--- config.mk ---
export PLATFORM = sky130hd
export DESIGN_NAME = dot_matrix_scanner
export DESIGN_NICKNAME = d
export VERILOG_FILES = /design/src/rtl/dot_matrix_scanner.sv
export SDC_FILE = /design/constraint.sdc
export NUM_CORES = 1
export LEC_CHECK = 0
export CAP_MARGIN = 10
export CORE_UTILIZATION = 35
export CTS_BUF_LIST = sky130_fd_sc_hd__clkbuf_8
export CTS_CLUSTER_DIAMETER = 50
export DETAILED_ROUTE_END_ITERATION = 7
export GPL_TIMING_DRIVEN = 0
export PLACE_DENSITY = 0.6
export SKIP_LAST_GASP = 1
export SYNTH_ARGS = -nofsm -noshare
export SYNTH_HDL_FRONTEND = slang
export SYNTH_SLANG_ARGS = --single-unit
export TNS_END_PERCENT = 30
--- constraint.sdc ---
create_clock -name clk -period 2.5 [get_ports clk]
set_clock_uncertainty 0.1 [all_clocks]
set_input_delay 0.5 -clock clk [delete_from_list [all_inputs] [get_ports clk]]
set_output_delay 0.5 -clock clk [all_outputs]
set_load 0.05 [all_outputs]
--- src/rtl/dot_matrix_scanner.sv ---
// Row-scan driver for a 16x16 LED matrix: fetches a column word per row,
// shifts it out MSB first, latches it, then lights that row for DWELL cycles.
module dot_matrix_scanner #(
    parameter int DWELL = 3000
) (
    input  logic        clk,
    input  logic        rst_n,
    input  logic        en,
    input  logic [15:0] col_in,
    output logic [3:0]  row_bin,
    output logic [15:0] row_sel,
    output logic        ser_data,
    output logic        ser_clk,
    output logic        ser_latch,
    output logic        frame_done
);

    localparam int DW = (DWELL > 1) ? $clog2(DWELL) : 1;

    typedef enum logic [2:0] {
        IDLE,
        LOAD,
        SHIFT,
        LATCH,
        DISPLAY
    } state_t;

    state_t         state;
    logic [15:0]    shreg;
    logic [4:0]     bit_cnt;
    logic [DW-1:0]  dwell_cnt;

    always_ff @(posedge clk) begin
        if (!rst_n) begin
            state      <= IDLE;
            shreg      <= '0;
            bit_cnt    <= '0;
            dwell_cnt  <= '0;
            row_bin    <= '0;
            row_sel    <= 16'hFFFF;
            ser_data   <= 1'b0;
            ser_clk    <= 1'b0;
            ser_latch  <= 1'b0;
            frame_done <= 1'b0;
        end else begin
            frame_done <= 1'b0;
            unique case (state)
                IDLE: begin
                    row_sel <= 16'hFFFF;
                    if (en)
                        state <= LOAD;
                end
                LOAD: begin
                    shreg    <= col_in;
                    bit_cnt  <= '0;
                    ser_data <= col_in[15];
                    ser_clk  <= 1'b0;
                    state    <= SHIFT;
                end
                SHIFT: begin
                    // bit_cnt[0] is the ser_clk phase; the bit advances after the high phase
                    if (bit_cnt == 5'd31) begin
                        ser_clk   <= 1'b0;
                        ser_data  <= 1'b0;
                        ser_latch <= 1'b1;
                        state     <= LATCH;
                    end else begin
                        bit_cnt <= bit_cnt + 5'd1;
                        ser_clk <= ~bit_cnt[0];
                        if (bit_cnt[0]) begin
                            shreg    <= {shreg[14:0], 1'b0};
                            ser_data <= shreg[14];
                        end
                    end
                end
                LATCH: begin
                    ser_latch <= 1'b0;
                    row_sel   <= ~(16'h1 << row_bin);
                    dwell_cnt <= '0;
                    state     <= DISPLAY;
                end
                DISPLAY: begin
                    if (dwell_cnt == DW'(DWELL - 1)) begin
                        row_sel <= 16'hFFFF;
                        if (en) begin
                            row_bin    <= row_bin + 4'd1;
                            frame_done <= (row_bin == 4'hF);
                            state      <= LOAD;
                        end else begin
                            row_bin <= '0;
                            state   <= IDLE;
                        end
                    end else begin
                        dwell_cnt <= dwell_cnt + DW'(1);
                    end
                end
                default: state <= IDLE;
            endcase
        end
    end

endmodule

# After elaboration in Yosys (flattened, before gate mapping)
# Index checks and enable logic that the tools add are counted.
word_totals:
  inputBits: 19
  out_inout_bits: 24
  ff_bits: 59
  wordCells: 66
classes:
  bitwise_logic: 2
  n_eq_ne: 14
  reduce_logical: 14
  n_addsub: 3
  muxes: 22
  shifts: 1
ops:
  columns: ["operator", "n"]
  rows:
  - ["$pmux 16 s3", 1]
  - ["$mux 15", 2]
  - ["$pmux 15 s2", 1]
  - ["$pmux 12 s2", 1]
  - ["$mux 16", 1]
  - ["$not 16->16", 1]
  - ["$shl 1x4->16 const A", 1]
  - ["$pmux 3 s5", 1]
  - ["$add 12x1->12 const B", 1]
  - ["$eq 12x12->1 const B", 1]
  - ["$mux 12", 1]
  - ["$ne 2x2->1 const B", 6]
  - ["$reduce_and 2->1", 6]
  - ["$pmux 5 s2", 1]
  - ["$mux 3", 3]
  - ["$eq 3x2->1 const B", 2]
  - ["$pmux 1 s2", 3]
  - ["$reduce_and 3->1", 2]
  - ["$reduce_bool 2->1", 3]
  - ["$add 5x1->5 const B", 1]
  - ["$eq 5x5->1 const B", 1]
  - ["$mux 1", 5]
  - ["$mux 5", 1]
  - ["$add 4x1->4 const B", 1]
  - ["9 further kinds", 9]

# Logic depth before layout (Yosys ltp)
# Gate-level depths: netlist (run 1).
depth:
  word_depth: 3
  mapped_depth: 9
  mapped_depth_nobuf: 7

# Worst setup path after synthesis (run 1)
# OpenSTA, ideal clock, no wires.
synth_path:
  path_kind: "reg2reg"
  start: "register bit_cnt[0]"
  end: "register shreg[10]"
  required_ps: 2255
  synth_period_minus_slack_ps: 2395
  setup_time_ps: 145
  arrival_ps: 2149
  slack_ps: 105
  path_stages_with_launch: 10
  path_buffers: 3
  cell_sequence: "dfxtp_1 > ha_1 > and3_1 > ha_1 > buf_6 > or3b_4 > a221oi_4 > buf_6 > buf_6 > a311oi_2"
synth_via:
  elab_chain_cells: 3
  word_cells_on_any_way: 4
  classes_between: "eq/ne (3); reduce/logical (1)"
synth_lines:
  columns: ["element", "line", "source"]
  rows:
  - ["start, declared", "30", "logic [4:0] bit_cnt;"]
  - ["start signal, assigned", "68", "bit_cnt <= bit_cnt + 5'd1;"]
  - ["$eq 5x5->1", "62", "if (bit_cnt == 5'd31) begin"]
  - ["$ne 2x2->1 (no source line)", null, null]
  - ["$reduce_and 3->1 (no source line) (*)", null, null]
  - ["end signal, assigned", "54", "shreg <= col_in;"]
  - ["end signal, assigned", "71", "shreg <= {shreg[14:0], 1'b0};"]
  - ["end, declared", "29", "logic [15:0] shreg;"]
# Every way passes the cells marked *; elsewhere a longest branch is shown, timed or not.
# A chain may end at the register's enable or synchronous reset.

# Worst setup path in the final report (run 1)
layout_path:
  start: "register bit_cnt[1]"
  end: "register shreg[13]"
layout_via:
  elab_chain_cells: 3
layout_lines:
  columns: ["element", "line"]
  rows:
  - ["$eq 5x5->1", "62"]
  - ["$ne 2x2->1 (no source line)", null]
  - ["$reduce_and 3->1 (no source line)", null]
# Every way passes these cells.

==> out/qor.tcl, run 1 <==
set qor(mostFrequentLayoutCell) {sky130_fd_sc_hd__nand2_1}
set qor(synth_top_cell_by_area) {sky130_fd_sc_hd__dfxtp_1}
set qor(synthTopCellsByArea) {sky130_fd_sc_hd__dfxtp_1 38%, sky130_fd_sc_hd__nand2_1 7.1%, sky130_fd_sc_hd__a311oi_2 6.8%}
set qor(worst_setup_path_start_kind) {flip-flop}
set qor(wl_per_cell_um) 14.3
set qor(vdd.ir_drop.worst_mv) 0.264
set qor(final.setup.worst_slack_ps) 55.4
set qor(cts.path.max_buffers) 2
set qor(totalWireLength_mm) 7.40
set qor(clk_transition_reported_paths_ps) 60
set qor(ys_types) 57
set qor(portBuffers) 42
set qor(drive_above_1_share) 0.188
set qor(required_time_of_the_worst_setup_path_ps) 2650
set qor(globalRoute.totalOverflow) 0
set qor(period_minus_slack_ps) 2440
set qor(grt_pass1_vias) 2666
set qor(run_status) {finished clean}
set qor(max-slew-margin-rel) 0.546
set qor(1st_pass_router_iterations) 6
set qor(drtIter0Drc) 110
set qor(clock_sink_count) 59
set qor(post_synth.cell_area_avg_sq_um) 8.83
set qor(power_density_mw_per_mm2) 547
set qor(drv_slew) 0
set qor(placed_area_sq_mm) 0.00363
set qor(setup_violations) 0
set qor(fmax_mhz) 409
set qor(num-nets-final) 438
set qor(num_io_pins) 43
set qor(pin_count_of_the_biggest_net_entering_global_routing) 11
set qor(synth-seq-cells) 59
set qor(synthesized_net_count) 377
set qor(synth_edf_count) 0
set qor(cts_hold_buf) 0
set qor(areaGrowthSynthToFinish_pct) 28.4
set qor(start_util) 0.368
set qor(root_buffer) {sky130_fd_sc_hd__clkbuf_8}
set qor(worst_path_largest_cell_delay_ps) 410
set qor(cp_data_arrival_time_ps) 2590
set qor(final.setup.tns_ps) 0
set qor(synth_sequential_area_ratio) 0.383
set qor(worst_r2r_endpoint) {shreg[13]$_SDFFE_PN0P_}
set qor(timing.max_cap.violations) 0
set qor(p_leak_nw) 1.37
set qor(critical_path.endpoint) {shreg[13]$_SDFFE_PN0P_}
set qor(yosys_warnings) 0
set qor(clock_latency_ps) 340
set qor(critPathKind) {reg2reg}
set qor(holdPathStages) 1
set qor(layout_common_cells) {58 x sky130_fd_sc_hd__nand2_1, 57 x sky130_fd_sc_hd__dfxtp_1, 42 x sky130_fd_sc_hd__clkdlybuf4s50_1, 17 x sky130_fd_sc_hd__a21oi_1, 17 x sky130_fd_sc_hd__nand3_1}
set qor(cts_tree) {yes}
set qor(routed_via_density) 5.31
set qor(dieWidth_um) 95.8
set qor(cts.htree.levels) 3
set qor(place_hpwl_mm) 5.22
set qor(worst_pin_slew_ps) 682
set qor(hold_fails_final_rpt) 0
set qor(routabilityCongestion) 0.902
set qor(worstSetupEndpointType) {flip-flop}
set qor(reg2reg_slack_ps) 60
set qor(seqCellArea_sq_mm) 0.00118
set qor(mappedNetlistArea_sq_mm) 0.00308
set qor(chipHeight_um) 95.8
set qor(grt_util_all_layers) 0.180
set qor(cts_buffers) 9
set qor(netlist_instances) 349
set qor(detailedPlace.worstSlack_ps) -72.9
set qor(fill_cell_total_of_the_finished_layout) 829
set qor(synth_async_sr_flop_share) 0
set qor(drc) 0
set qor(placed_cells_incl_taps) 496
set qor(grt_first_pass_wirelength_mm) 12.7
set qor(antenna_cells_inserted) 0
set qor(crit-reg2reg-launch) {bit_cnt[1]$_SDFFE_PN0P_}
set qor(crit_path_cell_trace) {ha_4, and3_1, ha_2, buf_6, or3b_4, a221oi_4, buf_6, buf_6, nor2_2, a311oi_2}
set qor(rows) 33
set qor(finalInstanceArea_sq_mm) 0.00396
set qor(post-route-period-util) 0.978
set qor(setup.worst_path.start) {bit_cnt[1]$_SDFFE_PN0P_}
set qor(critical_path.slowest_cell) {sky130_fd_sc_hd__or3b_4}
set qor(hold_path.class) {reg2reg}
set qor(reg2regPathDepth) 10
set qor(synth-main-ff-cell) {sky130_fd_sc_hd__dfxtp_1}
set qor(cp_max_fo) 6
set qor(crit_path_frequent_cell) {sky130_fd_sc_hd__buf_6}
set qor(coreArea_sq_mm) 0.00838
set qor(initial_antenna_violation_count) 0
set qor(vias) 2755
set qor(synth.top_cell.area_share) 0.383
set qor(drtAntennaViolNets) 0
set qor(multi_input_area_sq_mm) 0.00173
set qor(final-instance-count-excl-fill) 519
set qor(dieArea_sq_mm) 0.00918
power breakdown:
group | internal (mW) | switching [mW] | leakage, nW | total (mW)
sequential | 0.978 | 0.0273 | 0.480 | 1.01
clock | 0.440 | 0.362 | 0.103 | 0.802
combinational | 0.177 | 0.179 | 0.790 | 0.356
total | 1.60 | 0.568 | 1.37 | 2.16
per-layer routing:
layer	up-vias	track usage	part of all wire
li1	1393	-	-
met1	1306	0.227	0.48
met2	48	0.293	0.48
met3	8	0.0537	0.032
met4	0	0.0572	0.010
met5	-	0	0
final cells by class:
| type | instances | share of cell area |
|---|---|---|
| Multi-Input combinational cell | 254 | 0.438 |
| Sequential cell | 59 | 0.299 |
| Timing Repair Buffer | 50 | 0.136 |
| Buffer | 26 | 0.0402 |
| Tap cell | 105 | 0.0332 |
| Clock buffer | 9 | 0.0313 |
| Clock inverter | 6 | 0.0130 |
| Inverter | 10 | 0.00949 |
critical path: cells and delay by family, from the launching register on:
kind / cells / cell delay (ps)
adder cells (fa/ha/maj): 2 / 330
AO/OA/AOI/OAI: 2 / 570
flip-flops: 1 / 340
AND/OR/NAND/NOR: 3 / 620
buffers and inverters: 3 / 390
synth_stat cells (2+ instances only):
library cell / number
sky130_fd_sc_hd__a211o_1: 2
sky130_fd_sc_hd__a211oi_1: 3
sky130_fd_sc_hd__a21o_1: 3
sky130_fd_sc_hd__a21oi_1: 17
sky130_fd_sc_hd__a22oi_1: 4
sky130_fd_sc_hd__a311oi_1: 2
sky130_fd_sc_hd__a311oi_2: 14
sky130_fd_sc_hd__a31oi_1: 4
sky130_fd_sc_hd__and2_1: 6
sky130_fd_sc_hd__and3_1: 6
sky130_fd_sc_hd__buf_2: 6
sky130_fd_sc_hd__buf_6: 5
sky130_fd_sc_hd__clkbuf_1: 14
sky130_fd_sc_hd__dfxtp_1: 59
sky130_fd_sc_hd__ha_1: 9
sky130_fd_sc_hd__inv_1: 10
sky130_fd_sc_hd__nand2_1: 58
sky130_fd_sc_hd__nand2b_1: 3
sky130_fd_sc_hd__nand3_1: 17
sky130_fd_sc_hd__nand3b_1: 6
sky130_fd_sc_hd__nand4_1: 6
sky130_fd_sc_hd__nor2_1: 10
sky130_fd_sc_hd__nor2_2: 14
sky130_fd_sc_hd__nor2b_1: 2
sky130_fd_sc_hd__nor3_1: 11
sky130_fd_sc_hd__nor3b_1: 2
sky130_fd_sc_hd__nor3b_4: 2
sky130_fd_sc_hd__nor4_1: 2
sky130_fd_sc_hd__nor4_2: 2
sky130_fd_sc_hd__o21ai_0: 11
sky130_fd_sc_hd__o21ai_1: 3
sky130_fd_sc_hd__o31ai_1: 10
sky130_fd_sc_hd__or3b_1: 2
worst min-delay path by stage:
stage                                    endpoint               startpoint  slack, ps
final                     bit_cnt[3]$_SDFFE_PN0P_  bit_cnt[3]$_SDFFE_PN0P_        380
after detailed placement  bit_cnt[3]$_SDFFE_PN0P_  bit_cnt[3]$_SDFFE_PN0P_        360
after CTS                 bit_cnt[3]$_SDFFE_PN0P_  bit_cnt[3]$_SDFFE_PN0P_        370
after floorplan           bit_cnt[3]$_SDFFE_PN0P_  bit_cnt[3]$_SDFFE_PN0P_        310
after global routing        shreg[0]$_SDFFE_PN0P_    shreg[0]$_SDFFE_PN0P_        400
after global placement    bit_cnt[3]$_SDFFE_PN0P_  bit_cnt[3]$_SDFFE_PN0P_        340
kinds of logic (layout without fill, tap and decap cells):
| kind of cell | count (synthesis) | after routing | synth area share |
|---|---|---|---|
| simple gates | 161 | 161 | 0.293 |
| compound gates | 82 | 82 | 0.221 |
| flops | 59 | 59 | 0.383 |
| buf+inv | 36 | 101 | 0.0597 |
| fa+ha+maj | 9 | 9 | 0.0365 |
| xor+xnor | 1 | 1 | 0.00284 |
| mux | 1 | 1 | 0.00365 |
registers in the layout, indices dropped and copies added, names as in the netlist, 3 cells and up:
signal     count
bit_cnt        5
dwell_cnt     12
state          3
shreg         15
row_sel       16
row_bin        4
repair_timing:
item | CTS | global route
resized for setup | 8 | 3
setup buffers | 4 | 2
cloned | 2 | 0
pin swaps | 1 | 6
setup endpoints to repair | 12 | 14
hold endpoints to repair | 0 | 0
through the flow:
step	util	hold slack, ps	power (mW)
2_1_floorplan	-	315	1.24
3_3_place_gp	0.433	342	1.32
3_5_place_dp	0.433	360	1.33
4_1_cts	0.469	371	2.20
5_1_grt	0.472	397	2.27
6_report	0.472	377	2.16
(Power assumes the default switching activity.)
==> run 2: changes to the inputs <==
- CORE_UTILIZATION: 35 -> 51
- GPL_ROUTABILITY_DRIVEN: not set -> 0
- PLACE_DENSITY: 0.6 -> 0.81
- SETUP_SLACK_MARGIN: not set -> 0.2
==> out/qor.tcl, run 2 (synthesis gave the netlist of run 1 again) <==
set qor(grt_first_pass_wirelength_mm) 12.8 ;# +0.43%
set qor(totalPowerFinal_mw) 2.31 ;# +7.0%
set qor(drive_above_1_share) 0.205 ;# +0.0168
set qor(layout_common_cells) {58 x sky130_fd_sc_hd__nand2_1, 57 x sky130_fd_sc_hd__dfxtp_1, 42 x sky130_fd_sc_hd__clkdlybuf4s50_1, 17 x sky130_fd_sc_hd__a21oi_1, 17 x sky130_fd_sc_hd__nand3_1}
set qor(routed_via_density) 5.81 ;# +9.4%
set qor(root_buffer) {sky130_fd_sc_hd__clkbuf_8}
set qor(endpoint_worst_hold) {bit_cnt[3]$_SDFFE_PN0P_}
set qor(worst_pin_slew_ps) 655 ;# -26.6 ps
set qor(post-route-period-util) 0.965 ;# -0.0133
set qor(cts_tree) {yes}
set qor(num-nets-final) 442 ;# +0.91%
set qor(run_status) {finished clean}
set qor(clock_sink_count) 59 ;# unchanged
set qor(cp_data_arrival_time_ps) 2520 ;# -70 ps
set qor(drc) 0 ;# unchanged
set qor(coreArea_sq_mm) 0.00568 ;# -32%
set qor(required_time_of_the_worst_setup_path_ps) 2610 ;# -40 ps
set qor(worst_setup_path_start_kind) {flip-flop}
set qor(num_io_pins) 43 ;# unchanged
set qor(chipHeight_um) 79.7 ;# -17%
set qor(globalRoute.totalOverflow) 0 ;# unchanged
set qor(areaGrowthSynthToFinish_pct) 30.0
set qor(wl_per_cell_um) 15.2 ;# +7.0%
set qor(period_minus_slack_ps) 2410 ;# -33.2 ps
set qor(initial_antenna_violation_count) 0 ;# unchanged
set qor(vdd.ir_drop.worst_mv) 0.412 ;# +56%
set qor(1st_pass_router_iterations) 4 ;# -2
set qor(p_leak_nw) 1.40 ;# +2.2%
set qor(worstSetupEndpointType) {flip-flop}
set qor(holdPathStages) 1 ;# unchanged
set qor(cts_buffers) 9 ;# unchanged
set qor(hold_fails_final_rpt) 0 ;# unchanged
set qor(grt_util_all_layers) 0.259 ;# +0.0793
set qor(max-slew-margin-rel) 0.563 ;# +0.0177
set qor(dieArea_sq_mm) 0.00636 ;# -31%
set qor(cts.htree.levels) 3 ;# unchanged
set qor(clock_latency_ps) 350 ;# about the same
set qor(pin_count_of_the_biggest_net_entering_global_routing) 11 ;# unchanged
set qor(antenna_cells_inserted) 0 ;# unchanged
set qor(rows) 27 ;# -18%
set qor(setup.worst_path.start) {bit_cnt[0]$_SDFFE_PN0P_}
set qor(totalWireLength_mm) 7.49 ;# +1.2%
set qor(worstHoldStart) {bit_cnt[3]$_SDFFE_PN0P_}
set qor(fmax_mhz) 415 ;# +1.4%
set qor(drtIter0Drc) 173 ;# +57%
set qor(vias) 2852 ;# +3.5%
set qor(register_bank_with_the_most_flops) {row_sel}
set qor(power_density_mw_per_mm2) 578 ;# +5.6%
set qor(timing.max_cap.violations) 0 ;# unchanged
set qor(drv_slew) 0 ;# unchanged
set qor(start_util) 0.543 ;# +0.175
set qor(final.setup.tns_ps) 0 ;# unchanged
set qor(critPathKind) {reg2reg}
set qor(cp_max_fo) 5 ;# -1
set qor(reg2reg_slack_ps) 90 ;# +30 ps
set qor(worst_r2r_endpoint) {shreg[7]$_SDFFE_PN0P_}
set qor(fin_util) 0.706 ;# +0.234
set qor(portBuffers) 42 ;# unchanged
set qor(reg2regPathDepth) 10 ;# unchanged
set qor(largest_register_ff_count) 16 ;# unchanged
set qor(hold_path.class) {reg2reg}
set qor(dieWidth_um) 79.7 ;# -17%
set qor(crit-reg2reg-launch) {bit_cnt[0]$_SDFFE_PN0P_}
set qor(setup_violations) 0 ;# unchanged
set qor(drtAntennaViolNets) 0 ;# unchanged
set qor(biggest_registers_after_layout) {row_sel (16), shreg (15), dwell_cnt (12)}
set qor(clk_transition_reported_paths_ps) 80 ;# +20 ps
set qor(place_hpwl_mm) 5.05 ;# -3.3%
set qor(mostFrequentLayoutCell) {sky130_fd_sc_hd__nand2_1}
set qor(grt_pass1_vias) 2811 ;# +5.4%
set qor(grt_setup_unrepaired) {true}
set qor(cts.path.max_buffers) 2 ;# unchanged
-- run 2: worst max path at each step --
stage                                         end  slack (ps)
after global placement    bit_cnt[4]$_SDFFE_PN0P_          80
after detailed placement    shreg[7]$_SDFFE_PN0P_          40
after floorplan            shreg[10]$_SDFFE_PN0P_         210
after CTS                   shreg[7]$_SDFFE_PN0P_          80
final                       shreg[7]$_SDFFE_PN0P_          90
after global routing       shreg[11]$_SDFFE_PN0P_          20
-- run 2: through the flow --
step	cell area [sq um]	setup slack [ps]	std cells	hold slack, ps
after floorplan	3110	206	349	323
after global placement	3620	83.7	463	347
after detailed placement	3620	44.1	463	346
after CTS	3990	77.7	489	360
after global routing	4010	18.6	491	402
final	4010	88.6	491	373
-- run 2: cell type report --
| type | instances | area (sq um) |
|---|---|---|
| tap | 72 | 90.1 |
| inverter | 10 | 37.5 |
| clock buffer | 9 | 124 |
| timing repair buffer | 54 | 581 |
| sequential | 59 | 1190 |
| buffer | 26 | 155 |
| fill | 440 | 1670 |
| multi-input combinational | 254 | 1750 |
| clock inverter | 7 | 83.8 |
-- run 2: metal layers --
layer | wire, um | track usage
met1 | 3300 | 0.315
met2 | 3650 | 0.430
met3 | 356 | 0.0617
met4 | 180 | 0.118
met5 | 0 | 0
-- run 2: timing repair --
action	in CTS	in global routing
pin swaps	7	3
hold buffers	0	0
gates resized for setup	6	0
buffers inserted	8	2
endpoints found under the setup margin	15	27
cloned	2	0
-- run 2: power breakdown --
part / total, mW / switching [mW] / internal, mW / leakage, nW
clock network: 0.942 / 0.392 / 0.550 / 0.114
registers: 1.01 / 0.0289 / 0.977 / 0.481
logic: 0.367 / 0.185 / 0.181 / 0.809
total: 2.31 / 0.606 / 1.71 / 1.40
-- run 2: critical path: stages (launching register included) --
cell and delay, ps:
sky130_fd_sc_hd__dfxtp_4 350, sky130_fd_sc_hd__ha_4 150, sky130_fd_sc_hd__and3_4 180, sky130_fd_sc_hd__ha_4 150, sky130_fd_sc_hd__buf_6 110, sky130_fd_sc_hd__or3b_4 380, sky130_fd_sc_hd__a221oi_4 370, sky130_fd_sc_hd__buf_6 190
sky130_fd_sc_hd__buf_12 110, sky130_fd_sc_hd__buf_12 100, sky130_fd_sc_hd__a311oi_2 90
==> run 3: changes to the inputs <==
- HOLD_SLACK_MARGIN: not set -> 0.1
==> results of run 3 <==
Same layout as run 2: the final DEF is identical, and so are final timing and power.
